--- src/rtl/tbus_ctrl_mp_if.sv ---
// Shared tri-state AHB bus view for the multi-agent drive-enable controller.
// A transfer is accepted on an HCLK edge where HREADY=1 and HTRANS[1]=1; HREADY=0 holds every bus qualifier.
interface tbus_ctrl_mp_if #(
    parameter int N_AGENTS = 4
);
    logic [N_AGENTS-1:0] HGRANT;
    logic [N_AGENTS-1:0] HSEL;
    logic [1:0]          HTRANS;
    logic                HWRITE;
    logic                HREADY;
    logic [N_AGENTS-1:0] MAPSn;
    logic [N_AGENTS-1:0] MDPSn;
    logic [N_AGENTS-1:0] SDPSn;
    logic [N_AGENTS-1:0] SRSn;
    logic [N_AGENTS-1:0] DENn;
    logic                STALL;
    logic                SEL_ERR;
    logic [1:0]          dbg_state;

    modport master (
        output HGRANT, HSEL, HTRANS, HWRITE, HREADY,
        input  MAPSn, MDPSn, SDPSn, SRSn, DENn, STALL, SEL_ERR, dbg_state
    );

    modport slave (
        input  HGRANT, HSEL, HTRANS, HWRITE, HREADY,
        output MAPSn, MDPSn, SDPSn, SRSn, DENn, STALL, SEL_ERR, dbg_state
    );
endinterface

--- src/rtl/tbus_ctrl_mp.sv ---
// Drive-enable sequencer for N agents sharing one tri-state AHB bus; inserts
// STALL turnaround cycles whenever the HRWDATA driver changes.
module tbus_ctrl_mp #(
    parameter int N_AGENTS = 4,
    parameter int IDX_W    = 2,
    parameter int TURN_CYC = 1
) (
    input  logic          HCLK,
    input  logic          HRESET,
    tbus_ctrl_mp_if.slave bus
);
    localparam int                  CNT_W    = 3;
    localparam logic [CNT_W-1:0]    TURN_LEN = CNT_W'(TURN_CYC);
    localparam logic [CNT_W-1:0]    GAP_MAX  = '1;
    localparam logic [N_AGENTS-1:0] ALL_OFF  = '1;

    typedef enum logic [1:0] {
        IDLE = 2'd0,
        DATA = 2'd1,
        TURN = 2'd2
    } state_t;

    function automatic logic [IDX_W-1:0] lowest_idx(input logic [N_AGENTS-1:0] v);
        logic [IDX_W-1:0] r;
        r = '0;
        for (int i = N_AGENTS - 1; i >= 0; i--) begin
            if (v[i]) r = IDX_W'(i);
        end
        return r;
    endfunction

    function automatic logic [N_AGENTS-1:0] sel_n(input logic [IDX_W-1:0] idx);
        logic [N_AGENTS-1:0] r;
        for (int i = 0; i < N_AGENTS; i++) begin
            r[i] = (IDX_W'(i) != idx);
        end
        return r;
    endfunction

    state_t              state;
    logic [IDX_W-1:0]    addr_own;
    logic [IDX_W-1:0]    drv;
    logic [IDX_W-1:0]    last_drv;
    logic                last_drv_valid;
    logic [CNT_W-1:0]    cnt;
    logic [CNT_W-1:0]    gap;
    logic [N_AGENTS-1:0] maps_n;
    logic [N_AGENTS-1:0] mdps_n;
    logic [N_AGENTS-1:0] sdps_n;
    logic [N_AGENTS-1:0] srs_n;
    logic [N_AGENTS-1:0] den_n;
    logic                stall;
    logic                sel_err;

    logic                rdy;
    logic                cap;
    logic                c_sv;
    logic                c_multi;
    logic                c_has_drv;
    logic                need_turn;
    logic [IDX_W-1:0]    c_own;
    logic [IDX_W-1:0]    c_slv;
    logic [IDX_W-1:0]    c_drv;
    logic [CNT_W-1:0]    idle_now;
    logic                htrans_unused;

    assign htrans_unused = bus.HTRANS[0];

    // idle_now counts undriven HRWDATA cycles up to and including the current one;
    // those already-dead cycles are credited against the turnaround.
    always_comb begin
        rdy       = bus.HREADY && (state != TURN);
        cap       = rdy && bus.HTRANS[1];
        c_own     = lowest_idx(bus.HGRANT);
        c_slv     = lowest_idx(bus.HSEL);
        c_sv      = |bus.HSEL;
        c_multi   = (bus.HSEL & (bus.HSEL - N_AGENTS'(1))) != '0;
        c_has_drv = bus.HWRITE || c_sv;
        c_drv     = bus.HWRITE ? addr_own : c_slv;
        idle_now  = '0;
        if (den_n == ALL_OFF) begin
            idle_now = (gap == GAP_MAX) ? GAP_MAX : gap + CNT_W'(1);
        end
        need_turn = c_has_drv && last_drv_valid && (c_drv != last_drv) &&
                    (idle_now < TURN_LEN);
    end

    always_ff @(posedge HCLK or posedge HRESET) begin
        if (HRESET) begin
            state          <= IDLE;
            addr_own       <= '0;
            drv            <= '0;
            last_drv       <= '0;
            last_drv_valid <= 1'b0;
            cnt            <= '0;
            gap            <= '0;
            maps_n         <= sel_n('0);
            mdps_n         <= ALL_OFF;
            sdps_n         <= ALL_OFF;
            srs_n          <= ALL_OFF;
            den_n          <= ALL_OFF;
            stall          <= 1'b0;
            sel_err        <= 1'b0;
        end else begin
            sel_err <= 1'b0;
            gap     <= idle_now;

            if (rdy && (bus.HGRANT != '0)) begin
                addr_own <= c_own;
                maps_n   <= sel_n(c_own);
            end

            case (state)
                TURN: begin
                    if (cnt <= CNT_W'(1)) begin
                        state          <= DATA;
                        stall          <= 1'b0;
                        den_n          <= sel_n(drv);
                        last_drv       <= drv;
                        last_drv_valid <= 1'b1;
                        cnt            <= '0;
                    end else begin
                        cnt <= cnt - CNT_W'(1);
                    end
                end
                default: begin
                    if (cap) begin
                        drv     <= c_drv;
                        mdps_n  <= sel_n(addr_own);
                        sdps_n  <= c_sv ? sel_n(c_slv) : ALL_OFF;
                        srs_n   <= c_sv ? sel_n(c_slv) : ALL_OFF;
                        sel_err <= c_multi;
                        if (need_turn) begin
                            state <= TURN;
                            cnt   <= TURN_LEN - idle_now;
                            stall <= 1'b1;
                            den_n <= ALL_OFF;
                        end else begin
                            state <= DATA;
                            stall <= 1'b0;
                            den_n <= c_has_drv ? sel_n(c_drv) : ALL_OFF;
                            if (c_has_drv) begin
                                last_drv       <= c_drv;
                                last_drv_valid <= 1'b1;
                            end
                        end
                    end else if (rdy) begin
                        state  <= IDLE;
                        mdps_n <= ALL_OFF;
                        sdps_n <= ALL_OFF;
                        srs_n  <= ALL_OFF;
                        den_n  <= ALL_OFF;
                    end
                end
            endcase
        end
    end

    assign bus.MAPSn     = maps_n;
    assign bus.MDPSn     = mdps_n;
    assign bus.SDPSn     = sdps_n;
    assign bus.SRSn      = srs_n;
    assign bus.DENn      = den_n;
    assign bus.STALL     = stall;
    assign bus.SEL_ERR   = sel_err;
    assign bus.dbg_state = state;
endmodule
--- src/flat_wrapper.sv ---
// flat-port wrapper written by rule: the top's interface ports become plain ports
module tbus_ctrl_mp_flat 
#(
    parameter int N_AGENTS = 4,
    parameter int IDX_W    = 2,
    parameter int TURN_CYC = 1
)
  (HCLK, HRESET, bus_HGRANT, bus_HSEL, bus_HTRANS, bus_HWRITE, bus_HREADY, bus_MAPSn, bus_MDPSn, bus_SDPSn, bus_SRSn, bus_DENn, bus_STALL, bus_SEL_ERR, bus_dbg_state);
  tbus_ctrl_mp_if #(.N_AGENTS(N_AGENTS)) bus_i ();
  input  logic HCLK;
  input  logic HRESET;
  input wire logic [$bits(bus_i.HGRANT)-1:0] bus_HGRANT;
  input wire logic [$bits(bus_i.HSEL)-1:0] bus_HSEL;
  input wire logic [$bits(bus_i.HTRANS)-1:0] bus_HTRANS;
  input wire logic [$bits(bus_i.HWRITE)-1:0] bus_HWRITE;
  input wire logic [$bits(bus_i.HREADY)-1:0] bus_HREADY;
  output wire logic [$bits(bus_i.MAPSn)-1:0] bus_MAPSn;
  output wire logic [$bits(bus_i.MDPSn)-1:0] bus_MDPSn;
  output wire logic [$bits(bus_i.SDPSn)-1:0] bus_SDPSn;
  output wire logic [$bits(bus_i.SRSn)-1:0] bus_SRSn;
  output wire logic [$bits(bus_i.DENn)-1:0] bus_DENn;
  output wire logic [$bits(bus_i.STALL)-1:0] bus_STALL;
  output wire logic [$bits(bus_i.SEL_ERR)-1:0] bus_SEL_ERR;
  output wire logic [$bits(bus_i.dbg_state)-1:0] bus_dbg_state;
  assign bus_i.HGRANT = bus_HGRANT;
  assign bus_i.HSEL = bus_HSEL;
  assign bus_i.HTRANS = bus_HTRANS;
  assign bus_i.HWRITE = bus_HWRITE;
  assign bus_i.HREADY = bus_HREADY;
  assign bus_MAPSn = bus_i.MAPSn;
  assign bus_MDPSn = bus_i.MDPSn;
  assign bus_SDPSn = bus_i.SDPSn;
  assign bus_SRSn = bus_i.SRSn;
  assign bus_DENn = bus_i.DENn;
  assign bus_STALL = bus_i.STALL;
  assign bus_SEL_ERR = bus_i.SEL_ERR;
  assign bus_dbg_state = bus_i.dbg_state;
  tbus_ctrl_mp #(.N_AGENTS(N_AGENTS), .IDX_W(IDX_W), .TURN_CYC(TURN_CYC)) u_core (.HCLK(HCLK), .HRESET(HRESET), .bus(bus_i));
endmodule
--- config.mk ---
export PLATFORM = sky130hd
export DESIGN_NAME = tbus_ctrl_mp_flat
export DESIGN_NICKNAME = d
export VERILOG_FILES = /design/src/rtl/tbus_ctrl_mp_if.sv /design/src/rtl/tbus_ctrl_mp.sv /design/src/flat_wrapper.sv
export SDC_FILE = /design/constraint.sdc
export NUM_CORES = 1
export LEC_CHECK = 0
export ABC_AREA = 1
export BUFFER_PORTS_ARGS = -buffer_cell sky130_fd_sc_hd__buf_4
export CORE_MARGIN = 2
export CORE_UTILIZATION = 54
export CTS_CLUSTER_SIZE = 40
export DETAILED_ROUTE_END_ITERATION = 10
export HOLD_SLACK_MARGIN = 0.02
export PLACE_DENSITY = 0.77
export SYNTH_ARGS = -nofsm -noshare
export SYNTH_HDL_FRONTEND = slang
export SYNTH_SLANG_ARGS = --single-unit
--- constraint.sdc ---
create_clock -name HCLK -period 2.4 [get_ports HCLK]
set_clock_uncertainty 0.1 [all_clocks]
set_input_delay 0.24 -clock HCLK [delete_from_list [all_inputs] [get_ports HCLK]]
set_output_delay 0.24 -clock HCLK [all_outputs]
set_load 0.01 [all_outputs]
==> results.py <==
metrics = {
    "power_and_ir_drop": {
        "swShare_pct": 38.7,
        "pwr-share-clk_pct": 20.5,
        "power_density_nw_per_um2": 1100,
        "power_frac_comb_pct": 44.5,
        "ir_drop_uv": 665,
        "p_int_uw": 1540,
        "power.share.sequential_pct": 35.0,
        "leakage_uw": 0.00115,
        "power_switching_uw": 972,
    },
    "synth": {
        "synth_cell_type_count": 33,
        "postSynthAreaPerCell_um2": 8.50,
        "synth_warnings": 0,
        "synth_area_um2": 1850,
        "syn-num-nets": 236,
        "synth_seq_cells": 33,
        "ys_seq_area_share_pct": 45.6,
        "synthCells": 218,
    },
    "drt": {
        "vias": 1544,
        "wl_per_cell_um": 11.6,
        "ant_nets": 0,
        "dr.pass1.iters": 4,
        "routed_wl_um": 3570,
        "viasPerCell": 5.01,
        "drtIter0Drc": 81,
        "drc": 0,
    },
    "clocking": {
        "ctsHtreeMaxLevel": 2,
        "postCtsResizedCells": 0,
        "cts_buffer_depth": 2,
        "postCtsHoldBufs": 3,
        "cts_tree": "built",
        "cts_root_buf": "clkbuf_4",
        "clkSinkCount": 33,
        "post_cts.repair.setup_buffers": 0,
        "numCtsBuffers": 5,
        "clk_pin_slew_worst_paths_ns": 0.10,
        "clk_latency_ns": 0.34,
    },
    "finish": {
        "fin_cells": 308,
        "layout.area.seq_um2": 845,
        "nets": 279,
        "n_antenna_cell": 0,
        "final_common_cell": "nand2_1",
        "fillCellCount": 302,
        "final_cell_mix": "46 x nand2_1, 39 x buf_4, 29 x inv_1",
        "drive_above_1_share_pct": 34.7,
        "multi_input_area_um2": 837,
        "syn_to_final_growth_pct": 23.6,
    },
    "placement": {
        "portBuffers": 36,
        "gp_congestion": 0.840,
        "place_hpwl_um": 2730,
        "placedCellCount": 297,
    },
    "grt": {
        "antenna_found_initial": 0,
        "grt_pass1_wl_um": 6640,
        "grt-ovfl-total": 0,
        "gr-usage-all-layers_pct": 21.2,
        "grt_pass1_vias": 1573,
        "grt_max_degree": 34,
    },
    "floorplan": {
        "coreArea_um2": 3310,
        "io_pins": 38,
        "die-height_um": 62.6,
        "start_util_pct": 56.0,
        "dieArea_um2": 3920,
        "rows": 21,
        "die_w_um": 62.6,
    },
    "job": {
        "cap_violations": 0,
    },
    "sta": {
        "layout_worst_path_cycle_share_pct": 81.7,
        "setup_violations": 0,
        "hold_viol": 0,
        "tightest_slew_ns": 0.393,
        "rsz0062_at_grt": "no",
        "fin_tns_setup_ns": 0,
        "slew_viol_final": 0,
        "clock.fmax_mhz": 510,
        "slew-limit-headroom_pct": 73.8,
        "period_needed_ns": 1.96,
    },
    "worst_setup_path": {
        "cp_max_fo": 6,
        "cp.required_ns": 2.54,
        "regToRegEndpoint": "u_core.cnt[2]",
        "worstPathArrival_ns": 2.10,
        "rr_worst_depth": 10,
        "rrSetupSlack_ns": 0.44,
        "end_kind": "flop",
        "worstSetupPathType": "reg -> reg",
        "endpoint": "u_core.cnt[2]",
        "r2r_start": "u_core.bus.DENn[3]",
        "crit_path_start_kind": "flop",
        "worstSetupStartpoint": "u_core.bus.DENn[3]",
    },
    "status": {
        "status": "completed",
    },
    "hold_path": {
        "worstHoldPathType": "in -> reg",
    },
}
## worst max-delay path, cell delays in order (launching register included)
cell	delay, ns
dfstp_2	0.56
nand4_1	0.18
a21oi_1	0.21
inv_1	0.08
ha_1	0.20
nand3_1	0.12
nor2_4	0.07
nand3_4	0.11
nand2_4	0.09
nand2_1	0.09
o21ai_2	0.05
## registers in the layout, indices dropped and copies added, names as in the netlist
name / flops
u_core.last_drv: 2
u_core.bus.STALL: 1
u_core.addr_own: 2
u_core.bus.MAPSn: 4
u_core.bus.MDPSn: 4
u_core.last_drv_valid: 1
u_core.gap: 3
u_core.bus.DENn: 4
u_core.cnt: 3
u_core.bus.SDPSn: 4
u_core.bus.dbg_state: 2
u_core.bus.SEL_ERR: 1
u_core.drv: 2
## stage by stage
step / area [um^2] / hold slack (ns) / power (uW) / util (%) / setup slack (ns)
after floorplan: 1850 / 0.209 / 1690 / - / 0.612
after global placement: 2160 / 0.259 / 1980 / 65.2 / 0.497
final: 2290 / 0.0694 / 2510 / 69.2 / 0.438
after CTS: 2290 / 0.0560 / 2540 / 69.2 / 0.438
after global routing: 2290 / 0.0857 / 2730 / 69.2 / 0.301
after detailed placement: 2160 / 0.260 / 2010 / 65.2 / 0.471
## cell type report
type	count	share of cell area, %
sequential	33	36.9
multi-input combinational	146	36.6
timing repair buffer	42	14.1
inverter	33	5.46
clock inverter	3	2.84
tap	46	2.51
clock buffer	5	1.64
## how the worst min path moves through the flow
stage	start	to	cells after the start
after global placement	HRESET	u_core.drv[0]	3
after detailed placement	HRESET	u_core.bus.dbg_state[1]	3
after global routing	bus_HSEL[0]	u_core.bus.SDPSn[1]	3
after CTS	bus_HSEL[0]	u_core.bus.SDPSn[1]	3
after floorplan	bus_HSEL[2]	u_core.bus.SDPSn[2]	1
final	bus_HSEL[0]	u_core.bus.SDPSn[1]	3
## synthesized netlist by cell type
cell type | number | share of area, %
o32a_1 | 1 | 0.54
inv_1 | 29 | 5.9
nand2_4 | 3 | 1.8
o21ai_0 | 9 | 2.4
nand3b_1 | 1 | 0.41
inv_2 | 3 | 0.61
nand3_2 | 2 | 1.1
xnor2_1 | 1 | 0.47
ha_1 | 4 | 2.7
nand2_2 | 7 | 2.4
nand4_1 | 3 | 1.0
dfrtp_1 | 18 | 24
clkinv_2 | 1 | 0.27
o211ai_1 | 1 | 0.41
or2_0 | 1 | 0.34
buf_2 | 1 | 0.27
a21oi_1 | 3 | 0.81
buf_6 | 1 | 0.61
nor2_2 | 1 | 0.34
nand3_1 | 14 | 3.8
o21ai_2 | 3 | 1.4
buf_4 | 4 | 1.6
a22oi_1 | 2 | 0.81
nor2_1 | 24 | 4.9
nor3_1 | 2 | 0.54
dfstp_2 | 15 | 21
a21boi_2 | 1 | 0.61
o22ai_1 | 2 | 0.68
nand3_4 | 4 | 3.8
a31oi_1 | 7 | 2.4
nand2_1 | 46 | 9.3
a21oi_2 | 1 | 0.47
nor2_4 | 3 | 1.8
## metal layers
| metal | vias to the layer above | GRT usage (%) | wire length, um |
|---|---|---|---|
| li1 | 791 | - | - |
| met1 | 717 | 27.0 | 1600 |
| met2 | 31 | 36.0 | 1770 |
| met3 | 5 | 5.41 | 165 |
| met4 | 0 | 5.56 | 35 |
| met5 | - | 0 | 0 |
## cell families (layout without fill, tap and decap cells)
logic type | count (synthesis) | count (layout) | synth area share [%]
buffers and inverters | 39 | 83 | 9.25
flip-flops | 33 | 33 | 45.6
AND/OR/NAND/NOR | 111 | 111 | 31.5
XOR/XNOR | 1 | 1 | 0.473
AO/OA/AOI/OAI | 30 | 30 | 10.5
adder cells (fa/ha/maj) | 4 | 4 | 2.70
## power by group through the flow
stage / registers (uW) / logic (uW) / clock network (uW)
2_1_floorplan: 919 / 769 / 0
6_report: 877 / 1120 / 514
4_1_cts: 881 / 1130 / 531
3_5_place_dp: 892 / 1120 / 0
3_3_place_gp: 886 / 1100 / 0
5_1_grt: 905 / 1260 / 560
No activity file was read; power rests on OpenSTA's default activity.
